## src/rtl/adc_mv_bcd.sv

```systemverilog
// ---------------------------------------------------------------------------
// adc_mv_bcd
//
// Purpose:
//   Converts raw ADC codes into four BCD millivolt digits for the four-digit
//   seven-segment driver. Each accepted sample is scaled to mV, turned into
//   BCD by a sequential double-dabble, and held on the display for a
//   minimum time so the digits stay readable.
//
// Ports:
//   clk           in   system clock (48 MHz)
//   rst           in   synchronous, active-high reset
//   sample_valid  in   one-cycle strobe, sample is valid this cycle
//   sample        in   raw ADC code, DATA_W bits
//   num1..num4    out  ones / tens / hundreds / thousands digit
//   upd           out  one-cycle pulse when num1..num4 change
//   busy          out  high in every state except IDLE
//
// Build option:
//   ADC_MV_BCD_LEADING_ZERO_BLANK_EN  when defined, leading-zero digits
//   (num4 downward, never num1) are shown as BLANK_CODE.
//
// State table:
//   state  | meaning
//   IDLE   | waiting for a new sample or a pending one
//   MULT   | scale the accepted sample to mV, clear the BCD register
//   CONV   | 14 double-dabble steps, one mV bit per cycle
//   DONE   | publish digits, pulse upd, load the hold timer
//   HOLD   | display hold, counts down to 1 then returns to IDLE
// ---------------------------------------------------------------------------
module adc_mv_bcd #(
   parameter int unsigned DATA_W      = 8,
   parameter int unsigned VREF_MV     = 5000,
   parameter int unsigned HOLD_CYCLES = 4800000,
   parameter logic [3:0]  BLANK_CODE  = 4'hF
) (
   input  logic              clk,
   input  logic              rst,
   input  logic              sample_valid,
   input  logic [DATA_W-1:0] sample,
   output logic [3:0]        num1,
   output logic [3:0]        num2,
   output logic [3:0]        num3,
   output logic [3:0]        num4,
   output logic              upd,
   output logic              busy
);

   localparam int unsigned PROD_W = DATA_W + 14;
   localparam int unsigned HOLD_W = (HOLD_CYCLES > 0) ? $clog2(HOLD_CYCLES + 1) : 1;
   localparam logic [HOLD_W-1:0] HOLD_LOAD = HOLD_W'(HOLD_CYCLES);
   localparam logic [13:0]       VREF      = 14'(VREF_MV);

   typedef enum logic [2:0] {
      S_IDLE,
      S_MULT,
      S_CONV,
      S_DONE,
      S_HOLD
   } state_t;

   state_t              state_q;
   logic [DATA_W-1:0]   smp_q;
   logic                pend_q;
   logic [DATA_W-1:0]   pend_smp_q;
   logic [13:0]         mv_q;
   logic [15:0]         bcd_q;
   logic [3:0]          bit_cnt_q;
   logic [HOLD_W-1:0]   hold_q;

   logic [PROD_W-1:0]   prod_d;
   logic [13:0]         mv_d;
   logic [15:0]         adj_d;
   logic [15:0]         bcd_d;
   logic [3:0]          dig1_d;
   logic [3:0]          dig2_d;
   logic [3:0]          dig3_d;
   logic [3:0]          dig4_d;

   // Truncating scale: mv = floor(sample * VREF / 2^DATA_W).
   always_comb begin
      prod_d = PROD_W'(smp_q) * PROD_W'(VREF);
      mv_d   = 14'(prod_d >> DATA_W);
   end

   // One double-dabble step: correct nibbles >= 5, then shift in the mV MSB.
   always_comb begin
      adj_d = bcd_q;
      for (int i = 0; i < 4; i++) begin
         if (bcd_q[4*i +: 4] >= 4'd5) begin
            adj_d[4*i +: 4] = bcd_q[4*i +: 4] + 4'd3;
         end
      end
      bcd_d = (adj_d << 1) | {15'd0, mv_q[13]};
   end

   always_comb begin
      dig1_d = bcd_q[3:0];
      dig2_d = bcd_q[7:4];
      dig3_d = bcd_q[11:8];
      dig4_d = bcd_q[15:12];
`ifdef ADC_MV_BCD_LEADING_ZERO_BLANK_EN
      // Blanking ripples down from the thousands digit and stops at the
      // first non-zero digit; the ones digit always stays lit.
      if (bcd_q[15:12] == 4'd0) begin
         dig4_d = BLANK_CODE;
         if (bcd_q[11:8] == 4'd0) begin
            dig3_d = BLANK_CODE;
            if (bcd_q[7:4] == 4'd0) begin
               dig2_d = BLANK_CODE;
            end
         end
      end
`endif
   end

   always_ff @(posedge clk) begin
      if (rst) begin
         state_q    <= S_IDLE;
         smp_q      <= '0;
         pend_q     <= 1'b0;
         pend_smp_q <= '0;
         mv_q       <= '0;
         bcd_q      <= '0;
         bit_cnt_q  <= '0;
         hold_q     <= '0;
         num1       <= 4'd0;
         num2       <= 4'd0;
         num3       <= 4'd0;
         num4       <= 4'd0;
         upd        <= 1'b0;
         busy       <= 1'b0;
      end else begin
         upd <= 1'b0;

         // Samples arriving while busy are parked; the newest one wins.
         if (sample_valid && (state_q != S_IDLE)) begin
            pend_q     <= 1'b1;
            pend_smp_q <= sample;
         end

         unique case (state_q)
            S_IDLE: begin
               if (sample_valid) begin
                  smp_q   <= sample;
                  pend_q  <= 1'b0;
                  state_q <= S_MULT;
                  busy    <= 1'b1;
               end else if (pend_q) begin
                  smp_q   <= pend_smp_q;
                  pend_q  <= 1'b0;
                  state_q <= S_MULT;
                  busy    <= 1'b1;
               end else begin
                  busy    <= 1'b0;
               end
            end

            S_MULT: begin
               mv_q      <= mv_d;
               bcd_q     <= '0;
               bit_cnt_q <= 4'd14;
               state_q   <= S_CONV;
               busy      <= 1'b1;
            end

            S_CONV: begin
               bcd_q     <= bcd_d;
               mv_q      <= {mv_q[12:0], 1'b0};
               bit_cnt_q <= bit_cnt_q - 4'd1;
               if (bit_cnt_q == 4'd1) begin
                  state_q <= S_DONE;
               end
               busy      <= 1'b1;
            end

            S_DONE: begin
               num1   <= dig1_d;
               num2   <= dig2_d;
               num3   <= dig3_d;
               num4   <= dig4_d;
               upd    <= 1'b1;
               hold_q <= HOLD_LOAD;
               if (HOLD_CYCLES == 0) begin
                  state_q <= S_IDLE;
                  busy    <= 1'b0;
               end else begin
                  state_q <= S_HOLD;
                  busy    <= 1'b1;
               end
            end

            S_HOLD: begin
               hold_q <= hold_q - HOLD_W'(1);
               if (hold_q <= HOLD_W'(1)) begin
                  state_q <= S_IDLE;
                  busy    <= 1'b0;
               end else begin
                  busy    <= 1'b1;
               end
            end

            default: begin
               state_q <= S_IDLE;
               busy    <= 1'b0;
            end
         endcase
      end
   end

endmodule

```

## config.mk

```make
export PLATFORM = sky130hd
export DESIGN_NAME = adc_mv_bcd
export DESIGN_NICKNAME = d
export VERILOG_FILES = /design/src/rtl/adc_mv_bcd.sv
export SDC_FILE = /design/constraint.sdc
export NUM_CORES = 1
export LEC_CHECK = 0
export CAP_MARGIN = 25
export CORE_ASPECT_RATIO = 1.2
export CORE_MARGIN = 3
export CORE_UTILIZATION = 65
export CTS_BUF_LIST = sky130_fd_sc_hd__clkbuf_8
export CTS_CLUSTER_SIZE = 8
export DETAILED_ROUTE_END_ITERATION = 10
export DONT_BUFFER_PORTS = 1
export PLACE_DENSITY_LB_ADDON = 0.05
export SLEW_MARGIN = 30
export SYNTH_ARGS = -nofsm -noshare
export SYNTH_HDL_FRONTEND = slang
export SYNTH_SLANG_ARGS = --single-unit
```

## constraint.sdc

```tcl
create_clock -name clk -period 6.5 [get_ports clk]
set_clock_uncertainty 0.1 [all_clocks]
set_input_delay 0.975 -clock clk [delete_from_list [all_inputs] [get_ports clk]]
set_output_delay 0.975 -clock clk [all_outputs]
set_load 0.02 [all_outputs]
```

==> impl_results.md <==
- Status: complete, no violations
- Count leader, synth: dfxtp_1
- First DRT Iteration DRCs: 212
- Crit Path Category: reg2reg
- Hold crit path type: reg2reg
- Leakage power: ~0.0023 uW
- Via count: 4,133
- Gate power share: 27.9%
- Startpoint Class: register
- Fin crit period: 4.07 ns
- Dpl ws: 2.46 ns
- Post-synthesis sequential area ratio: 35.9%
- Clock-pin slew of the registers on the worst-case setup and hold paths: 0.10 ns
- Post-detail-place hpwl: 7.36 mm
- Hold_buf cts: 0
- Worst Path Arrival: 4.21 ns
- Clock buffer depth: 2
- Net switching power: 494 uW
- Post-synth top area cell: dfxtp_1
- H-Tree Level Count: 3
- Filler cells: roughly 650
- Die height: approximately 100 um
- Post-synth top cells: dfxtp_1 (95), nor2_1 (57), ha_1 (50)
- Worst Path Max Fanout: 7
- Yosys top cell area share: roughly 36%
- Critical Path End Type: register
- RePlAce Congestion: 0.835
- Setup TNS: 0 ns
- Synthesized area: 0.00530 mm^2
- Number of global-route vias before repair: 3,988
- Slew @ Worst Pin: 0.581 ns
- Num CTS Buffers: 9
- Top cells by area, synth: dfxtp_1 (36%), ha_1 (12%), a21oi_1 (4.6%)
- Max Slew Vio Count: 0
- Post CTS Setup Buffer Count: 0
- Rows: 35
- Layout Nets: 655
- Post-Route WL: between 10 and 15 mm
- Core area: 0.00779 mm^2
- CTS tree: done
- YS warnings: 0
- All-layer global routing usage: 23.6%
- Wirelength per Cell: 15.2 um
- Post-synth EDFFs: 0
- Fraction of registers with async set/reset: 0%
- Period utilization: 62.5%
- Flops & latches, synth: 95
- Sink Count: 95
- Pre-Repair DR Iteration Count: 5
- CP required: 6.64 ns
- Sw frac: 34.7%
- Int Power: 928 uW
- Mapped Nets: 673
- IO buf count: 0
- Final ANT Viol Nets: 0
- Antenna diodes: 0
- Clock power frac: 26.3%
- Number of vias per cell: 6.09
- Setup slack after layout: 2.43 ns
- Worst skew pair latency: between 0.3 and 0.4 ns
- Fmax: 246 MHz
- Area grow syn2layout: 3.59%
- Hold Crit Depth: 2
- Chip Width: 88.4 um
- Sequential share of power: 45.8%
- Peak supply drop: 0.197 mV
- Clk Tree Root Cell: clkbuf_8
- First-pass GRT wire length: 17.8 mm
- Num ports: 29
- PostCTS Resize Cnt: 0
- Pwr/cell area: around 260 mW/mm^2
- Rel. slew slack: 61.1%
- Fraction of layout cells with a size suffix above 1: 6.13%
- Largest net degree at the start of global routing: 100
- Unique masters post-synth: 55
- Max-Cap Viols: 0
- Initial antenna violation count: 0
- Reg2Reg Depth: 12
- DRC viols: 0
- Area of the die: 0.00927 mm^2
- Synthesized instance count: 600
- Final count of hold timing violations: 0
- Setup violators final: 0
- Post-synth top flop: dfxtp_1
- RSZ-0062 raised after global routing: no
- Syn Area/Cell: just under 9 um^2
- Grt total ovfl: 0
- Starting Density: 68.0%
kinds of logic after synthesis:
logic type / synth area share, %
buffers and inverters: 5.41
XOR/XNOR: 2.48
adder cells (fa/ha/maj): 16.3
AND/OR/NAND/NOR: 17.8
AO/OA/AOI/OAI: 18.3
flip-flops: 35.9
multiplexers: 3.85
per-layer routing:
metal | track usage (%) | share of wire [%] | wire length, um | vias up
met5 | 0 | 0 | 0 | -
met4 | 4.54 | 0.65 | 67 | 0
met3 | 4.97 | 2.9 | 298 | 7
met2 | 41.4 | 51 | 5240 | 54
met1 | 29.4 | 46 | 4730 | 1966
li1 | - | - | - | 2106
cells in the final DEF, fill, tap and decap left out, types with 9 or more instances in the layout:
cell,instances
ha_1,50
nand2_1,49
a211oi_1,21
dfxtp_1,95
xnor2_1,9
a22oi_1,17
mux2i_1,17
nor3_1,19
nor2_1,56
fa_1,12
inv_1,37
nand3_1,12
o22ai_1,10
o21ai_0,12
a21oi_1,49
clkbuf_8,9
flip-flops by register name, summed over array words and instances (netlist names):
register / cells
smp_q: 8
mv_q: 14
num4: 4
bcd_q: 16
num3: 4
num1: 4
bit_cnt_q: 4
busy: 1
num2: 4
hold_q: 23
pend_smp_q: 8
upd: 1
pend_q: 1
state_q: 3
worst paths after layout:
kind	from	end	slack, ns
max	smp_q[6]	mv_q[12]	2.43
max reg2reg	smp_q[6]	mv_q[12]	2.43
min	bcd_q[15]	num4[3]	0.37
min reg2reg	bcd_q[15]	num4[3]	0.37
final cells by class:
class	instances	area [um^2]	area share [%]
clock buffer	9	124	2.26
clock inverter	7	63.8	1.16
inverter	37	139	2.53
multi-input combinational	435	3110	56.7
sequential	95	1900	34.7
tap	92	115	2.10
timing repair buffer	4	30.0	0.547
power by group through the flow:
stage               clock network [uW]  registers (uW)  logic, uW
floorplan                            0             651        330
global placement                     0             663        387
detailed placement                   0             665        394
CTS                                382             651        401
global route                       410             657        459
finish                             374             651        397
worst max-delay path: stages, from the launching register on:
cell,delay (ns)
dfxtp_1,0.50
fa_1,0.49
fa_1,0.49
ha_1,0.30
inv_1,0.06
fa_1,0.54
inv_1,0.04
ha_1,0.37
nand4_1,0.14
nor2_1,0.06
a221o_1,0.37
a2111oi_0,0.42
nor2_1,0.06
per-stage QoR:
stage                     total power, uW  instances  area, um^2  utilization (%)  hold slack, ns
after floorplan                       981        600        5300                -           0.337
after global placement               1050        663        5300             68.0           0.348
after detailed placement             1060        663        5300             68.0           0.355
after CTS                            1430        679        5490             70.4           0.370
after global routing                 1530        679        5490             70.4           0.399
final                                1420        679        5490             70.4           0.368
Power figures use the tool's default switching activity.
